===== config.mk =====
export PLATFORM = sky130hd
export DESIGN_NAME = line_rotation_scheduler
export DESIGN_NICKNAME = d
export VERILOG_FILES = /design/src/rtl/line_rot_pkg.sv /design/src/rtl/line_rot_lfsr.sv /design/src/rtl/line_rotation_scheduler.sv
export SDC_FILE = /design/constraint.sdc
export NUM_CORES = 1
export LEC_CHECK = 0
export ABC_AREA = 1
export BUFFER_PORTS_ARGS = -buffer_cell sky130_fd_sc_hd__buf_2
export CAP_MARGIN = 20
export CORE_MARGIN = 1.5
export CORE_UTILIZATION = 45
export CTS_CLUSTER_DIAMETER = 120
export DETAILED_ROUTE_END_ITERATION = 12
export HOLD_SLACK_MARGIN = 0.02
export PLACE_DENSITY = 0.68
export SETUP_SLACK_MARGIN = 0.2
export SYNTH_ARGS = -nofsm -noshare
export SYNTH_HDL_FRONTEND = slang
export SYNTH_SLANG_ARGS = --single-unit

===== constraint.sdc =====
create_clock -name clk_i -period 3.3 [get_ports clk_i]
set_clock_uncertainty 0.2 [all_clocks]
set_input_delay 0.66 -clock clk_i [delete_from_list [all_inputs] [get_ports clk_i]]
set_output_delay 0.66 -clock clk_i [all_outputs]
set_load 0.02 [all_outputs]

===== src/rtl/line_rot_pkg.sv =====
`default_nettype none
// ============================================================================
// Package     : line_rot_pkg
// Description : Shared definitions for the line rotation scheduler and its
//               descrambler-side twin: scheduler FSM states, default keystream
//               polynomial, cut width, zero-substitution value and a single
//               Galois LFSR step function.
// Revision    : 1.0 - initial release
// ============================================================================
package line_rot_pkg;

  localparam int          LFSR_W            = 32;
  localparam logic [31:0] LFSR_TAPS_DEFAULT = 32'h8020_0003; // x^32+x^22+x^2+x+1
  localparam int          CUT_W             = 8;
  // An all-zero Galois LFSR is a lock-up state; any zero load becomes this.
  localparam logic [31:0] LFSR_ZERO_SUB     = 32'h0000_0001;

  typedef enum logic [1:0] {
    ST_WAIT_H  = 2'd0,
    ST_STEP    = 2'd1,
    ST_PUBLISH = 2'd2
  } sched_state_e;

  // One right-shifting Galois step: the bit shifted out decides whether the
  // tap mask is folded back in.
  function automatic logic [LFSR_W-1:0] lfsr_next(input logic [LFSR_W-1:0] s,
                                                  input logic [LFSR_W-1:0] taps);
    return (s >> 1) ^ (s[0] ? taps : '0);
  endfunction

endpackage
`default_nettype wire


===== src/rtl/line_rot_lfsr.sv =====
`default_nettype none
// ============================================================================
// Module      : line_rot_lfsr
// Description : Keystream register. Load has priority over step; a zero load
//               value is replaced so the register can never lock up at zero.
// Ports       : clk_i, reset_i    clock / async active-high reset (-> 1)
//               load_i, load_val_i load request and value (zero-substituted)
//               step_i             advance one Galois step
//               state_o            current register value
//               next_o             value after one step from current state
// Revision    : 1.0 - initial release
// ============================================================================
module line_rot_lfsr
  import line_rot_pkg::*;
#(
  parameter int               WIDTH = LFSR_W,
  parameter logic [WIDTH-1:0] TAPS  = LFSR_TAPS_DEFAULT
) (
  input  logic             clk_i,
  input  logic             reset_i,
  input  logic             load_i,
  input  logic [WIDTH-1:0] load_val_i,
  input  logic             step_i,
  output logic [WIDTH-1:0] state_o,
  output logic [WIDTH-1:0] next_o
);

  localparam logic [WIDTH-1:0] ONE = WIDTH'(LFSR_ZERO_SUB);

  logic [WIDTH-1:0] lfsr_q;
  logic [WIDTH-1:0] lfsr_d;
  logic [WIDTH-1:0] step_val;
  logic [WIDTH-1:0] load_safe;

  assign step_val  = (lfsr_q >> 1) ^ (lfsr_q[0] ? TAPS : '0);
  assign load_safe = (load_val_i == '0) ? ONE : load_val_i;

  always_comb begin
    lfsr_d = lfsr_q;
    if (load_i) begin
      lfsr_d = load_safe;
    end else if (step_i) begin
      lfsr_d = step_val;
    end
  end

  always_ff @(posedge clk_i or posedge reset_i) begin
    if (reset_i) begin
      lfsr_q <= ONE;
    end else begin
      lfsr_q <= lfsr_d;
    end
  end

  assign state_o = lfsr_q;
  assign next_o  = step_val;

endmodule
`default_nettype wire


===== src/rtl/line_rotation_scheduler.sv =====
`default_nettype none
// ============================================================================
// Module      : line_rotation_scheduler
// Description : Produces one pseudo-random cut position per active video line
//               from a keyed LFSR, counts fields and strobes each new cut.
// Ports       : clk_i, reset_i        pixel clock / async active-high reset
//               enable_i              1 = publish keystream, 0 = publish 0
//               seed_load_i, seed_i   capture key and restart keystream
//               h_i, v_i, f_i         sync flags from the parser (f_i unused)
//               cut_position_o        held cut position for the rotator
//               cut_strobe_o          one-cycle pulse with each new cut
//               field_count_o         fields since reset/seed load (wraps)
//               busy_o                high while stepping or publishing
// Config      : LINE_ROT_FIELD_RESEED_EN - restart keystream on every field
//               from seed ^ field_count; otherwise the LFSR free-runs.
// Revision    : 1.0 - initial release
// ============================================================================
module line_rotation_scheduler
  import line_rot_pkg::*;
#(
  parameter int                    LFSR_WIDTH      = LFSR_W,
  parameter logic [LFSR_WIDTH-1:0] LFSR_TAPS       = LFSR_TAPS_DEFAULT,
  parameter int                    STEPS_PER_LINE  = 8,
  parameter int                    CUT_WIDTH       = CUT_W,
  parameter int                    FIELD_CNT_WIDTH = 16
) (
  input  logic                       clk_i,
  input  logic                       reset_i,
  input  logic                       enable_i,
  input  logic                       seed_load_i,
  input  logic [LFSR_WIDTH-1:0]      seed_i,
  input  logic                       h_i,
  input  logic                       v_i,
  input  logic                       f_i,
  output logic [CUT_WIDTH-1:0]       cut_position_o,
  output logic                       cut_strobe_o,
  output logic [FIELD_CNT_WIDTH-1:0] field_count_o,
  output logic                       busy_o
);

  localparam int                CNT_W     = $clog2(STEPS_PER_LINE + 1);
  localparam logic [CNT_W-1:0]  LAST_STEP = CNT_W'(STEPS_PER_LINE - 1);

  sched_state_e                 state_q, state_d;
  logic [CNT_W-1:0]             step_cnt_q, step_cnt_d;
  logic [CUT_WIDTH-1:0]         cut_position_q, cut_position_d;
  logic [FIELD_CNT_WIDTH-1:0]   field_count_q, field_count_d;
  logic [LFSR_WIDTH-1:0]        seed_reg_q, seed_reg_d;
  logic                         prev_h_q, prev_v_q;

  logic                         h_rise;
  logic                         v_fall;
  logic [FIELD_CNT_WIDTH-1:0]   field_count_next;
  logic                         lfsr_load;
  logic [LFSR_WIDTH-1:0]        lfsr_load_val;
  logic                         lfsr_step;
  logic [LFSR_WIDTH-1:0]        lfsr_state;
  logic [LFSR_WIDTH-1:0]        lfsr_next_val;
  logic                         cut_strobe;
  logic                         busy;

  assign h_rise           = h_i & ~prev_h_q;
  assign v_fall           = ~v_i & prev_v_q;
  assign field_count_next = field_count_q + FIELD_CNT_WIDTH'(1);

  line_rot_lfsr #(
    .WIDTH (LFSR_WIDTH),
    .TAPS  (LFSR_TAPS)
  ) u_lfsr (
    .clk_i      (clk_i),
    .reset_i    (reset_i),
    .load_i     (lfsr_load),
    .load_val_i (lfsr_load_val),
    .step_i     (lfsr_step),
    .state_o    (lfsr_state),
    .next_o     (lfsr_next_val)
  );

  always_comb begin
    state_d        = state_q;
    step_cnt_d     = step_cnt_q;
    cut_position_d = cut_position_q;
    field_count_d  = field_count_q;
    seed_reg_d     = seed_reg_q;
    lfsr_load      = 1'b0;
    lfsr_load_val  = seed_reg_q;
    lfsr_step      = 1'b0;
    cut_strobe     = 1'b0;
    busy           = 1'b0;

    if (v_fall) begin
      field_count_d = field_count_next;
    end

    unique case (state_q)
      ST_WAIT_H: begin
        // Rising H inside vertical blanking is not an active line.
        if (h_rise && !v_i) begin
          state_d    = ST_STEP;
          step_cnt_d = '0;
        end
      end
      ST_STEP: begin
        busy       = 1'b1;
        lfsr_step  = 1'b1;
        step_cnt_d = step_cnt_q + CNT_W'(1);
        if (step_cnt_q == LAST_STEP) begin
          state_d        = ST_PUBLISH;
          // Capture from the final step's result so the new cut is already
          // on the output in the cycle the strobe is high.
          cut_position_d = enable_i ? lfsr_next_val[CUT_WIDTH-1:0] : '0;
        end
      end
      ST_PUBLISH: begin
        busy       = 1'b1;
        cut_strobe = 1'b1;
        state_d    = ST_WAIT_H;
      end
      default: begin
        state_d = ST_WAIT_H;
      end
    endcase

`ifdef LINE_ROT_FIELD_RESEED_EN
    // Per-field keystream restart; a line in progress is abandoned.
    if (v_fall) begin
      lfsr_load      = 1'b1;
      lfsr_load_val  = seed_reg_q ^ LFSR_WIDTH'(field_count_next);
      lfsr_step      = 1'b0;
      cut_position_d = cut_position_q;
      if (state_q != ST_WAIT_H) begin
        state_d = ST_WAIT_H;
      end
    end
`endif

    // Seed load overrides everything else this cycle.
    if (seed_load_i) begin
      seed_reg_d     = seed_i;
      lfsr_load      = 1'b1;
      lfsr_load_val  = seed_i;
      lfsr_step      = 1'b0;
      field_count_d  = '0;
      cut_position_d = cut_position_q;
      state_d        = ST_WAIT_H;
    end
  end

  always_ff @(posedge clk_i or posedge reset_i) begin
    if (reset_i) begin
      state_q        <= ST_WAIT_H;
      step_cnt_q     <= '0;
      cut_position_q <= '0;
      field_count_q  <= '0;
      seed_reg_q     <= LFSR_WIDTH'(LFSR_ZERO_SUB);
      prev_h_q       <= 1'b1;
      prev_v_q       <= 1'b1;
    end else begin
      state_q        <= state_d;
      step_cnt_q     <= step_cnt_d;
      cut_position_q <= cut_position_d;
      field_count_q  <= field_count_d;
      seed_reg_q     <= seed_reg_d;
      prev_h_q       <= h_i;
      prev_v_q       <= v_i;
    end
  end

  assign cut_position_o = cut_position_q;
  assign cut_strobe_o   = cut_strobe;
  assign field_count_o  = field_count_q;
  assign busy_o         = busy;

  // Field bit is carried for monitoring only; the LFSR's upper bits and
  // (without per-field reseed) the stored key are not consumed here.
  logic unused_bits;
`ifdef LINE_ROT_FIELD_RESEED_EN
  assign unused_bits = ^{f_i, lfsr_state, lfsr_next_val[LFSR_WIDTH-1:CUT_WIDTH]};
`else
  assign unused_bits = ^{f_i, lfsr_state, lfsr_next_val[LFSR_WIDTH-1:CUT_WIDTH], seed_reg_q};
`endif

endmodule
`default_nettype wire


; ---- Yosys cells after proc, flatten, opt, wreduce, memory -nomap -nowiden
; Cells that the tools add are included.
[word_totals]
regBits = 96
output_inout_bits = 26
[op_classes]
addsub = 2
eq_ne = 6
n_mux = 19
bitwise_logic = 6
reduce_logical = 11
[op_table]
columns = op, n
row1 = $mux W32, 5
row2 = $logic_not A32 Y1, 1
row3 = $mux W16, 2
row4 = $xor A31 B32 Y32, 1
row5 = $add A16 B1 Y16 const B, 1
row6 = $mux W8, 1
row7 = $pmux W4 S2, 1
row8 = $mux W2, 3
row9 = $ne A3 B3 Y1 const B, 2
row10 = $reduce_bool A2 Y1, 3
row11 = $mux W1, 5
row12 = $add A4 B1 Y4 const B, 1
row13 = $eq A4 B3 Y1 const B, 1
row14 = $mux W4, 1
row15 = $pmux W2 S2, 1
row16 = $reduce_and A2 Y1, 2
row17 = $not A1 Y1, 3
row18 = $reduce_and A3 Y1, 1
row19 = $and A1 B1 Y1, 2
row20 = $eq A2 B1 Y1 const B, 1
row21 = $eq A2 B2 Y1 const B, 1
row22 = $logic_not A2 Y1, 1
row23 = $ne A2 B2 Y1 const B, 1
row24 = $reduce_or A2 Y1, 1
row25 = 2 further kinds, 2

; ---- Longest topological paths before layout
[depth]
word_depth = 6
ltp_mapped = 13
depth_no_buf = 11

; ---- Hierarchy
; A second synthesis with hierarchy kept.
[hier_totals]
cells_unflattened = 594
area_unflattened_um2 = 4749.6
[modules_own_cells]
columns = mod, instances, cells_per_inst, area_each_um2, seq_area_each_um2
row1 = line_rotation_scheduler, 1, 351, 2917.8, 1605.3
row2 = line_rot_lfsr, 1, 243, 1831.8, 802.0

; ---- Least setup slack after synthesis
; OpenSTA, ideal clock, no wires.
[synth_path]
path_type = input -> register
start = in seed_load_i
end = reg u_lfsr.lfsr_q[0], in the netlist u_lfsr.state_o[0]
setup_ns = 0.060
arrival_time_ns = 1.577
required_time_ns = 3.040
slack_ns = 1.463
stages = 13
path_buffers = 2
path_cell_list = buf_6 -> buf_6 -> nand2_2 -> inv_2 -> nor2_1 -> nand2_1 -> nor2_1 -> nand2_1 -> nor2_1 -> nand2_1 -> nand2_1 -> nand2_1 -> nand2_1
[synth_between]
elab_chain_len = 4
elab_cells_between_ends = 7
[synth_lines]
columns = element, line_no
row1 = from (decl), line_rotation_scheduler.sv:30  ; input logic seed_load_i,
row2 = $mux W32, n/a
row3 = $logic_not A32 Y1, line_rot_lfsr.sv:36  ; assign load_safe = (load_val_i == '0) ? ONE : load_val_i;
row4 = $mux W32, line_rot_lfsr.sv:36
row5 = $mux W32, line_rot_lfsr.sv:40  ; if (load_i) begin
row6 = to (signal assigned), line_rot_lfsr.sv:51  ; lfsr_q <= lfsr_d;
row7 = to (decl), line_rot_lfsr.sv:30  ; logic [WIDTH-1:0] lfsr_q;
; Parallel ways exist; a longest one is shown, timed or not.
; A chain may end at the register's enable or synchronous reset.

; ---- Final worst setup path
[layout_path]
start = reg state_q[1]
end = out busy_o
[layout_between]
elab_chain_len = 3
elab_cells_between_ends = 4
[layout_lines]
columns = element, line_no
row1 = from (decl), line_rotation_scheduler.sv:44  ; sched_state_e state_q, state_d;
row2 = from (signal assigned), line_rotation_scheduler.sv:159  ; state_q <= state_d;
row3 = $eq A2 B1 Y1 / $eq A2 B2 Y1 (equally long branches), line_rotation_scheduler.sv:95  ; unique case (state_q)
row4 = $reduce_or A2 Y1 (no source line) (*), n/a
row5 = $mux W1 (*), line_rotation_scheduler.sv:95
row6 = to (decl), line_rotation_scheduler.sv:38  ; output logic busy_o
; Mark *: on every way between the ends. The rest lies on a longest branch, timed or not.

==> run_results.csv <==
group,metric,value,unit
run_status,result_of_the_run,"finished, final reports clean",
drt,drt_iter0_drc,170,
clock_tree,clock_tree_root_driver_cell,"sky130_fd_sc_hd__clkbuf_8",
sta,timing_hold_violations_final,0,
setup_path,critical_path.max_stage_delay,0.39,ns
synth,mappedNetlistNets,636,
synth,cell_variety_after_synth,32,
global_route,gr-usage-met2,31.7,%
floorplanning,effective_utilization_at_floorplan,45.9,%
clock_tree,post_cts_buffers,0,
floorplanning,design.die.area,11000,sq um
pwr,clkPwrFrac,28.5,%
setup_path,r2r_cell_count,7,
pwr,max-vdd-ir-drop,0.366,mV
setup_path,slowest_stage,"sky130_fd_sc_hd__dfrtp_1",
sta,worstMarginPinSlew,0.600,ns
synth,async_flop_share,100,%
floorplanning,std_cell_rows,37,
sta,part_of_the_cycle_the_worst_path_needs,63.2,%
clock_tree,clock_pin_slew_reported_for_the_worst_setup_and_hold_paths_after_clock_tree_synthesis,0.09,ns
sta,report.final.setup_viol,0,
drt,drcViolationCount,0,
synth,yosys_register_bits,96,
final_layout,final_common_cell,"sky130_fd_sc_hd__inv_1",
global_route,grt_max_degree,85,
drt,dr_total_vias,3802,
clock_tree,cts_max_path_buffers,2,
floorplanning,io_pins,65,
setup_path,r2r_end,"u_lfsr.state_o[27]$_DFFE_PP0P_",
floorplanning,die-height,105,microns
job,drv_cap,0,
synth,synth-seq-area-share,51.5,%
global_route,busiest_layer,"met2",
clock_tree,cts_sinks,96,
drt,finalWirelength,9570,microns
drt,vias_per_cell,4.79,
floorplanning,core,10200,sq um
sta,fin_worst_hold_slack,0.0561,ns
sta,min_period,2.09,ns
sta,drv_slew,0,
setup_path,critical_path.startpoint_type,"register",
drt,drt-wirelength-per-cell,12.1,microns
pwr,power.share.combinational,21.1,%
global_route,grt_pass1_wl,16800,microns
setup_path,setup.worst_path.class,"reg -> out",
clock_tree,h-tree-depth,3,
sta,rsz0062_at_grt,"no",
setup_path,setup.reg_to_reg.worst_slack,1.30,ns
pwr,internal-power,2.04,mW
setup_path,crit_path_from,"state_q[1]$_DFFE_PP0P_",
drt,ant_nets,0,
synth,synth.cell_area,4680,sq um
place,dp_hpwl,6740,microns
sta,clock.fmax,0.480,GHz
final_layout,area_delta_synth_final,13.9,%
floorplanning,die_w,105,microns
clock_tree,cts_tree,"yes",
global_route,gr-usage-met3,2.87,%
setup_path,critical_path_arrival,1.23,ns
global_route,grtUsageTotal,18.8,%
clock_tree,cts_inserted_buffers,9,
pwr,seq_power_share,50.4,%
setup_path,critical_path.cell_chain,"inv_1 -> ha_1 -> buf_2",
synth,synth_area_per_cell,7.90,sq um
global_route,antenna_violations_before_repair,0,
sta,final.setup.tns,0,ns
place,port_buffers,63,
global_route,first_global_vias,3763,
setup_path,critical_path.n_buffers_inverters,2,
clock_tree,clock_latency,0.36,ns
final_layout,most-common-layout-cells,"sky130_fd_sc_hd__inv_1, sky130_fd_sc_hd__nor2_1, sky130_fd_sc_hd__nand2_1, sky130_fd_sc_hd__dfrtp_1, sky130_fd_sc_hd__buf_2",
drt,drtPass1Iterations,4,
pwr,swShare,30.4,%
synth,synth-warning-count,0,
clock_tree,cts-resized-gates,0,
worst_hold_path,min-delay-path-class,"in -> async",
final_layout,post_route_cell_area,5330,sq um
pwr,power.leakage,2.88,nW
setup_path,cpLargestDelayFamily,"flip-flops",
synth,synth-main-ff-cell,"sky130_fd_sc_hd__dfrtp_1",
pwr,cellPowerDensity,551,nW/um^2
setup_path,cp-end-kind,"output pin",
synth,synth-edff-count,0,
final_layout,nets,696,
final_layout,number_of_antenna_repair_diodes,0,
global_route,global_route.usage.met1,24.4,%
setup_path,rr_startpoint,"state_q[1]$_DFFE_PP0P_",
setup_path,path_depth,3,
sta,max_slew_margin,60.0,%
place,gp_congestion,0.831,
clock_tree,cts_hold_buf,0,
synth,synth_cells,592,
global_route,grt-ovfl-total,0,
pwr,net_switching_power_of_the_design,0.894,mW
setup_path,crit_required,2.44,ns
setup_path,worst-path-max-fanout,3,
place,dpl_cell_area,5110,sq um
setup_path,capture_point_of_the_critical_path,"busy_o",
final_layout,drive_above_1_share,17.2,%
[synthesized netlist by cell type (7+ instances only)]
cell                      number  area, sq um
sky130_fd_sc_hd__nor2_1       96          360
sky130_fd_sc_hd__dfrtp_1      92         2300
sky130_fd_sc_hd__o21a_1        8         60.1
sky130_fd_sc_hd__o21ai_0      51          255
sky130_fd_sc_hd__inv_1       111          417
sky130_fd_sc_hd__a21oi_1      39          195
sky130_fd_sc_hd__nand2_1      96          360
sky130_fd_sc_hd__nand3_1      13         65.1
sky130_fd_sc_hd__nor3_1        7         35.0
sky130_fd_sc_hd__buf_2        10         50.1
sky130_fd_sc_hd__nand2_2      13         81.3
sky130_fd_sc_hd__nand4_1       8         50.1
[logic make-up after synthesis]
| logic type | share of synthesized area, % |
|---|---|
| flops | 51.5 |
| compound gates | 11.7 |
| xor+xnor | 0.936 |
| buf+inv | 12.1 |
| fa+ha+maj | 1.34 |
| simple gates | 22.5 |
[routing by layer]
metal / vias up / part of all wire, %
li1: 1940 / -
met3: 16 / 3.8
met1: 1764 / 45
met5: - / 0
met4: 0 / 2.2
met2: 82 / 49
[sequential cells by signal, indices dropped and copies added, names as in the netlist]
name,flops
seed_reg_q,32
u_lfsr.state_o,32
field_count_o,16
cut_position_o,8
step_cnt_q,4
state_q,2
prev_h_q,1
prev_v_q,1
[worst min path at each step]
| stage | startpoint | depth (start not counted) | end |
|---|---|---|---|
| floorplan | step_cnt_q[1]$_DFFE_PP0P_ | 2 | step_cnt_q[1]$_DFFE_PP0P_ |
| global placement | cut_position_o[6]$_DFFE_PP0P_ | 2 | cut_position_o[6]$_DFFE_PP0P_ |
| detailed placement | cut_position_o[6]$_DFFE_PP0P_ | 2 | cut_position_o[6]$_DFFE_PP0P_ |
| CTS | reset_i | 2 | field_count_o[3]$_DFFE_PP0P_ |
| global route | reset_i | 2 | field_count_o[4]$_DFFE_PP0P_ |
| finish | reset_i | 2 | field_count_o[4]$_DFFE_PP0P_ |
[power groups by stage]
stage / Sequential, mW / Combinational, mW / Clock [mW]
6_report: 1.48 / 0.619 / 0.837
4_1_cts: 1.48 / 0.628 / 0.859
5_1_grt: 1.51 / 0.711 / 0.913
3_3_place_gp: 1.49 / 0.603 / 0
3_5_place_dp: 1.50 / 0.623 / 0
2_1_floorplan: 1.48 / 0.449 / 0
[area by class of cell]
class	count	area (sq um)
Inverter	116	439
Clock buffer	13	149
Fill cell	1027	4860
Timing Repair Buffer	70	393
Clock inverter	3	67.6
Sequential cell	96	2410
Tap cell	136	170
Multi-Input combinational cell	359	1700
[stage by stage]
stage	power (mW)	worst slack [ns]	util, %	cells
after floorplan	1.93	1.31	-	592
after global placement	2.10	0.905	50.2	777
after detailed placement	2.13	0.869	50.2	777
after CTS	2.97	1.19	52.3	793
after global routing	3.13	0.995	52.3	793
final	2.94	1.21	52.3	793
Note: power is estimated with default switching activity, not from simulation.
